<file path="config.mk">
export PLATFORM = sky130hd
export DESIGN_NAME = vend_dispense_ctrl
export DESIGN_NICKNAME = d
export VERILOG_FILES = /design/src/rtl/vend_dispense_ctrl.sv
export SDC_FILE = /design/constraint.sdc
export NUM_CORES = 1
export LEC_CHECK = 0
export CAP_MARGIN = 20
export CORE_UTILIZATION = 55
export DETAILED_ROUTE_END_ITERATION = 12
export GPL_TIMING_DRIVEN = 0
export PLACE_DENSITY = 0.83
export SLEW_MARGIN = 20
export SYNTH_ARGS = -nofsm -noshare
export SYNTH_HDL_FRONTEND = slang
export SYNTH_SLANG_ARGS = --single-unit
</file>
<file path="constraint.sdc">
create_clock -name clk -period 2 [get_ports clk]
set_input_delay 0.3 -clock clk [delete_from_list [all_inputs] [get_ports clk]]
set_output_delay 0.3 -clock clk [all_outputs]
set_load 0.02 [all_outputs]
</file>
<file path="src/rtl/vend_dispense_ctrl.sv">
// ---------------------------------------------------------------------------
// vend_dispense_ctrl
//
// Purpose:
//   Dispense sequencer for a three-lane soda machine. After the coin logic
//   reports sufficient credit, it waits for a single valid lane selection,
//   checks that lane's stock, then drives exactly one lane output for
//   VEND_TICKS cycles while inhibiting coin acceptance. It also owns the
//   per-lane stock counters and sold-out flags.
//
// Optional feature (macro VEND_TIMEOUT_EN):
//   When defined, WAIT_SEL gives up after SEL_TIMEOUT cycles without an
//   in-stock valid selection. It returns to IDLE, pulses credit_clr (the
//   credit is forfeited) and pulses the extra output sel_timeout.
//   When undefined, WAIT_SEL waits indefinitely and sel_timeout is absent.
//
// Ports:
//   clk          in   system clock (100 Hz), rising edge
//   rst          in   synchronous active-high reset
//   credit_ok    in   1-cycle pulse: accumulated credit reached vend price
//   A, B, C      in   lane selection buttons (level, already synchronised)
//   refill[2:0]  in   per-lane refill strobes (bit0=A, bit1=B, bit2=C)
//   A_o/B_o/C_o  out  lane dispense drives
//   coin_inhibit out  high while coins must be rejected
//   credit_clr   out  1-cycle pulse: coin logic clears credit
//   sold_out[2:0]out  per-lane stock==0 flags
//   sel_reject   out  1-cycle pulse: a sold-out lane was selected
//   busy         out  high in any state other than IDLE
//   sel_timeout  out  (VEND_TIMEOUT_EN only) 1-cycle selection-timeout pulse
//
// Every output is a register.
// ---------------------------------------------------------------------------
module vend_dispense_ctrl #(
  parameter int VEND_TICKS  = 100,
  parameter int STOCK_W     = 4,
  parameter int STOCK_INIT  = 10,
  parameter int SEL_TIMEOUT = 3000
) (
  input  logic       clk,
  input  logic       rst,
  input  logic       credit_ok,
  input  logic       A,
  input  logic       B,
  input  logic       C,
  input  logic [2:0] refill,
  output logic       A_o,
  output logic       B_o,
  output logic       C_o,
  output logic       coin_inhibit,
  output logic       credit_clr,
  output logic [2:0] sold_out,
  output logic       sel_reject,
  output logic       busy
`ifdef VEND_TIMEOUT_EN
  ,
  output logic       sel_timeout
`endif
);

  typedef enum logic [1:0] {
    ST_IDLE     = 2'd0,
    ST_WAIT_SEL = 2'd1,
    ST_VEND     = 2'd2
  } state_t;

  localparam int                  TICK_W     = 10;
  localparam logic [TICK_W-1:0]   TICK_LAST  = TICK_W'(VEND_TICKS - 1);
  localparam logic [STOCK_W-1:0]  STOCK_LOAD = STOCK_W'(STOCK_INIT);

  state_t                    state_r;
  state_t                    state_nxt_s;
  logic [TICK_W-1:0]         tick_r;
  logic [TICK_W-1:0]         tick_nxt_s;
  logic [2:0]                lane_r;        // one-hot latched lane
  logic [2:0]                lane_nxt_s;
  logic [2:0][STOCK_W-1:0]   stock_r;
  logic [2:0][STOCK_W-1:0]   stock_nxt_s;
  logic [2:0]                dec_s;         // one-hot lane decrement request
  logic [2:0]                sel_s;
  logic                      sel_one_s;
  logic                      sel_in_stock_s;
  logic                      clr_nxt_s;
  logic                      rej_nxt_s;

`ifdef VEND_TIMEOUT_EN
  localparam int                  DWELL_W    = $clog2(SEL_TIMEOUT + 1);
  localparam logic [DWELL_W-1:0]  DWELL_LAST = DWELL_W'(SEL_TIMEOUT - 1);

  logic [DWELL_W-1:0]        dwell_r;
  logic                      tmo_nxt_s;
`endif

  // Selection decode: valid only when exactly one button is pressed.
  always_comb begin
    sel_s          = {C, B, A};
    sel_one_s      = (sel_s == 3'b001) || (sel_s == 3'b010) || (sel_s == 3'b100);
    // sold_out mirrors stock==0 for the current cycle, so it doubles as the stock test.
    sel_in_stock_s = sel_one_s && ((sel_s & sold_out) == 3'b000);
  end

  // Next-state, tick, lane latch and pulse decisions.
  always_comb begin
    state_nxt_s = state_r;
    tick_nxt_s  = tick_r;
    lane_nxt_s  = lane_r;
    dec_s       = 3'b000;
    clr_nxt_s   = 1'b0;
    rej_nxt_s   = 1'b0;
`ifdef VEND_TIMEOUT_EN
    tmo_nxt_s   = 1'b0;
`endif
    case (state_r)
      ST_IDLE: begin
        if (credit_ok) begin
          state_nxt_s = ST_WAIT_SEL;
        end else begin
          state_nxt_s = ST_IDLE;
        end
      end
      ST_WAIT_SEL: begin
        if (sel_in_stock_s) begin
          state_nxt_s = ST_VEND;
          lane_nxt_s  = sel_s;
          dec_s       = sel_s;
          clr_nxt_s   = 1'b1;
          tick_nxt_s  = {TICK_W{1'b0}};
        end else begin
          // A single press of an empty lane is rejected; credit is kept.
          rej_nxt_s = sel_one_s;
`ifdef VEND_TIMEOUT_EN
          if (dwell_r == DWELL_LAST) begin
            state_nxt_s = ST_IDLE;
            clr_nxt_s   = 1'b1;
            tmo_nxt_s   = 1'b1;
          end else begin
            state_nxt_s = ST_WAIT_SEL;
          end
`endif
        end
      end
      ST_VEND: begin
        if (tick_r == TICK_LAST) begin
          state_nxt_s = ST_IDLE;
          lane_nxt_s  = 3'b000;
        end else begin
          tick_nxt_s  = tick_r + 10'd1;
        end
      end
      default: begin
        state_nxt_s = ST_IDLE;
        lane_nxt_s  = 3'b000;
        tick_nxt_s  = {TICK_W{1'b0}};
      end
    endcase
  end

  // Per-lane stock update; a refill takes priority over a same-cycle decrement.
  always_comb begin
    stock_nxt_s = stock_r;
    for (int i = 0; i < 3; i++) begin
      if (refill[i]) begin
        stock_nxt_s[i] = STOCK_LOAD;
      end else if (dec_s[i]) begin
        stock_nxt_s[i] = stock_r[i] - {{(STOCK_W-1){1'b0}}, 1'b1};
      end else begin
        stock_nxt_s[i] = stock_r[i];
      end
    end
  end

  // State, counters and registered outputs.
  always_ff @(posedge clk) begin
    if (rst) begin
      state_r      <= ST_IDLE;
      tick_r       <= {TICK_W{1'b0}};
      lane_r       <= 3'b000;
      stock_r      <= {3{STOCK_LOAD}};
      sold_out     <= 3'b000;
      A_o          <= 1'b0;
      B_o          <= 1'b0;
      C_o          <= 1'b0;
      coin_inhibit <= 1'b0;
      credit_clr   <= 1'b0;
      sel_reject   <= 1'b0;
      busy         <= 1'b0;
    end else begin
      state_r      <= state_nxt_s;
      tick_r       <= tick_nxt_s;
      lane_r       <= lane_nxt_s;
      stock_r      <= stock_nxt_s;
      for (int i = 0; i < 3; i++) begin
        sold_out[i] <= (stock_nxt_s[i] == {STOCK_W{1'b0}});
      end
      // Lane drive follows the next state so it rises/falls on the transition edge.
      A_o          <= (state_nxt_s == ST_VEND) && lane_nxt_s[0];
      B_o          <= (state_nxt_s == ST_VEND) && lane_nxt_s[1];
      C_o          <= (state_nxt_s == ST_VEND) && lane_nxt_s[2];
      coin_inhibit <= (state_nxt_s != ST_IDLE);
      busy         <= (state_nxt_s != ST_IDLE);
      credit_clr   <= clr_nxt_s;
      sel_reject   <= rej_nxt_s;
    end
  end

`ifdef VEND_TIMEOUT_EN
  // WAIT_SEL dwell counter: zero on entry, counts every WAIT_SEL cycle (rejects included).
  always_ff @(posedge clk) begin
    if (rst) begin
      dwell_r     <= {DWELL_W{1'b0}};
      sel_timeout <= 1'b0;
    end else begin
      sel_timeout <= tmo_nxt_s;
      if (state_r == ST_WAIT_SEL) begin
        dwell_r <= dwell_r + {{(DWELL_W-1){1'b0}}, 1'b1};
      end else begin
        dwell_r <= {DWELL_W{1'b0}};
      end
    end
  end
`endif

endmodule
</file>
==> run summary <==
Detailed Place HPWL = 2.97 mm
Initial Utilization = 57.5%
Clk_lat worst skew = 0.35 ns
Tcrit/Tclk final = 97.5%
RSZ-0062 raised after global routing = true
Layout area overhead = 20.4%
Rel. slew slack = 49.3%
Yosys warns = 0
Most common cell in the netlist = dfxtp_1
Yosys top cell by area = dfxtp_1
Synth top area cells = dfxtp_1 41%, mux2i_1 4.6%, nand3_1 4.0%
# placed instances = 261
Clk sinks = 36
Pre-antenna DRT Iters = 4
Post-synth top cells = 36 x dfxtp_1, 14 x nand3_1, 14 x nor2_1
Clock network power share = 35.7%
Setup TNS = 0 ns
Worst r2r dst = tick_r[0]
Final worst setup slack = 0.0498 ns
Sequential area share after synthesis = 41.0%
Final Max Tran Viols = 0
Worst R2R Path Depth = 5
Worst Path Max Fanout = 10
Port Buf Inserts = 18
Max VDD drop = 0.337 mV
Crit path largest cell delay = 0.47 ns
Levels on crit path = 7
Io pins = 19
ANT nets after route = 0
Static Leak = 0.813 nW
Die area = 3420 um2
Worst setup SP type = input port
Core Area = 3050 um2
WS Path Type = in -> reg
Gr usage total = 26.7%
Antenna diodes = 0
Clock slew at reported path FFs = 0.11 ns
Hold Path Class = reg -> reg
Root buf cell = clkbuf_4
# rows = 20
Combinational share of power = 12.7%
GP Congestion = 0.809
P per Cell Area = 682 nW/um2
Wirelength per Cell = 15.1 um
Psw = 0.000374 W
Worst path top cell family by delay = buffers and inverters
GR Overflow Total = 0
CTS Buffer Depth = 2
Placed cell area = 1990 um2
CP Capture Type = flop
WL final = 4.08 mm
First-pass GRT wire length = 6.89 mm
Final hold slack = 0.471 ns
R2R Setup Slk = 0.17 ns
Synthesized area per cell = 8.83 um2
Final setup viols = 0
Hold depth = 1
Final Hold Fails = 0
Tightest Pin Transition = 0.755 ns
Syn nets = 212
Post-synth EDFFs = 0
CP Cell Sequence = clkdlybuf4s50_1 -> buf_6 -> a222oi_1 -> buf_4 -> nand3_2 -> or3_1 -> a211oi_1
Commonest register cell after synthesis = dfxtp_1
Critical Path AT = 2.21 ns
Die X = 58.5 um
Slowest stage cell, crit path = clkdlybuf4s50_1
Initial drt markers = 149
Fmax = 513 MHz
Sw Share = 25.9%
Cells after Synth = 199
Initial antenna violation count = 0
Worst R2R Start = tick_r[3]
CTS tree = built
Hold_buf cts = 0
Nets = 238
Pin count of the biggest net entering global routing = 13
Min cycle time layout = 1.95 ns
Post-Syn Area = 1760 um2
Vias in the first global route = 1637
Fin cells = 270
Asr flop ratio synth = 0%
Min-delay src = stock_r[3]
Reported max-cap violation count = 0
Int Pwr = 0.00107 W
H-tree depth reported by CTS = 2
Vias = 1641
CTS Buf Count = 5
Register bit total from synthesis = 36
Die height = 58.5 um
Run status = complete, no violations
Via density = 6.08
Post-synth top area share = 41.0%
Worst path required time = 2.26 ns
Post-route cell area = 2110 um2
Hold endpoint = sold_out[0]
Yosys cell types = 45
Clk_skew = 0.00917 ns
Setup WS pre-CTS = -0.713 ns
CP bufs+invs = 3
DRC = 0
Share of cells above drive strength 1 = 12.4%
Seq pwr share = 51.7%
-- what timing repair did --
action                     CTS  global route
resized for setup            3             5
buffers inserted             2             0
pin swaps                    1             0
setup endpoints to repair   26            16
-- worst max path at each step --
stage,from,endpoint,slack [ns]
floorplan,sold_out[0],sold_out[0],0.16
global placement,B,sold_out[0],-0.64
detailed placement,B,sold_out[0],-0.71
CTS,C,stock_r[5],0.03
global route,C,tick_r[0],-0.003
finish,B,sold_out[0],0.05
-- layer usage --
| metal | GRT usage, % | vias up | part of all wire, % |
|---|---|---|---|
| li1 | - | 795 | - |
| met1 | 28.9 | 799 | 42 |
| met2 | 48.4 | 39 | 52 |
| met3 | 6.15 | 8 | 4.3 |
| met4 | 13.3 | 0 | 1.9 |
| met5 | 0 | - | 0 |
-- final cells by class --
| cell class | instances | area (um2) |
|---|---|---|
| plain buffers | 7 | 51.3 |
| clock buffers | 5 | 37.5 |
| inverters | 10 | 37.5 |
| fillers | 252 | 938 |
| clock inverters | 3 | 42.5 |
| well taps | 44 | 55.1 |
| repair buffers | 20 | 198 |
| multi-input cells | 145 | 972 |
| flip-flops and latches | 36 | 721 |
-- kinds of logic after synthesis --
| logic type | after synthesis | share of synthesized area, % |
|---|---|---|
| AO/OA/AOI/OAI | 37 | 14.2 |
| XOR/XNOR | 9 | 4.49 |
| adder cells (fa/ha/maj) | 4 | 2.85 |
| buffers and inverters | 18 | 5.13 |
| flip-flops | 36 | 41.0 |
| multiplexers | 8 | 4.56 |
| AND/OR/NAND/NOR | 87 | 27.8 |
-- power groups by stage --
| stage | logic, W | clock network [W] | registers, W |
|---|---|---|---|
| final | 0.000183 | 0.000515 | 0.000746 |
| after global routing | 0.000199 | 0.000566 | 0.000748 |
| after CTS | 0.000178 | 0.000528 | 0.000745 |
| after detailed placement | 0.000174 | 0 | 0.000761 |
| after global placement | 0.000167 | 0 | 0.000759 |
| after floorplan | 0.000105 | 0 | 0.000764 |
-- state kept, by name (all words and copies together) (netlist names) --
register    flops
tick_r         10
lane_r          3
sel_reject      1
sold_out        3
B_o             1
busy            1
stock_r        12
A_o             1
credit_clr      1
C_o             1
state_r         2
-- cells in the final DEF (no fill, tap or decap), drive strengths merged, types with 8 or more instances in the layout --
master	synthesis	routed
nor3	10	10
nand4	10	10
inv	10	10
mux2i	8	8
a21oi	10	10
nand3	15	15
nor2	14	14
clkdlybuf4s50	0	17
dfxtp	36	36
clkbuf	5	10
nand2	12	12
-- metrics by stage --
step	utilization (%)	power, W
detailed placement	65.2	0.000935
finish	69.3	0.00144
global route	69.3	0.00151
global placement	65.2	0.000926
floorplan	-	0.000869
CTS	68.9	0.00145
(Power assumes the default switching activity.)
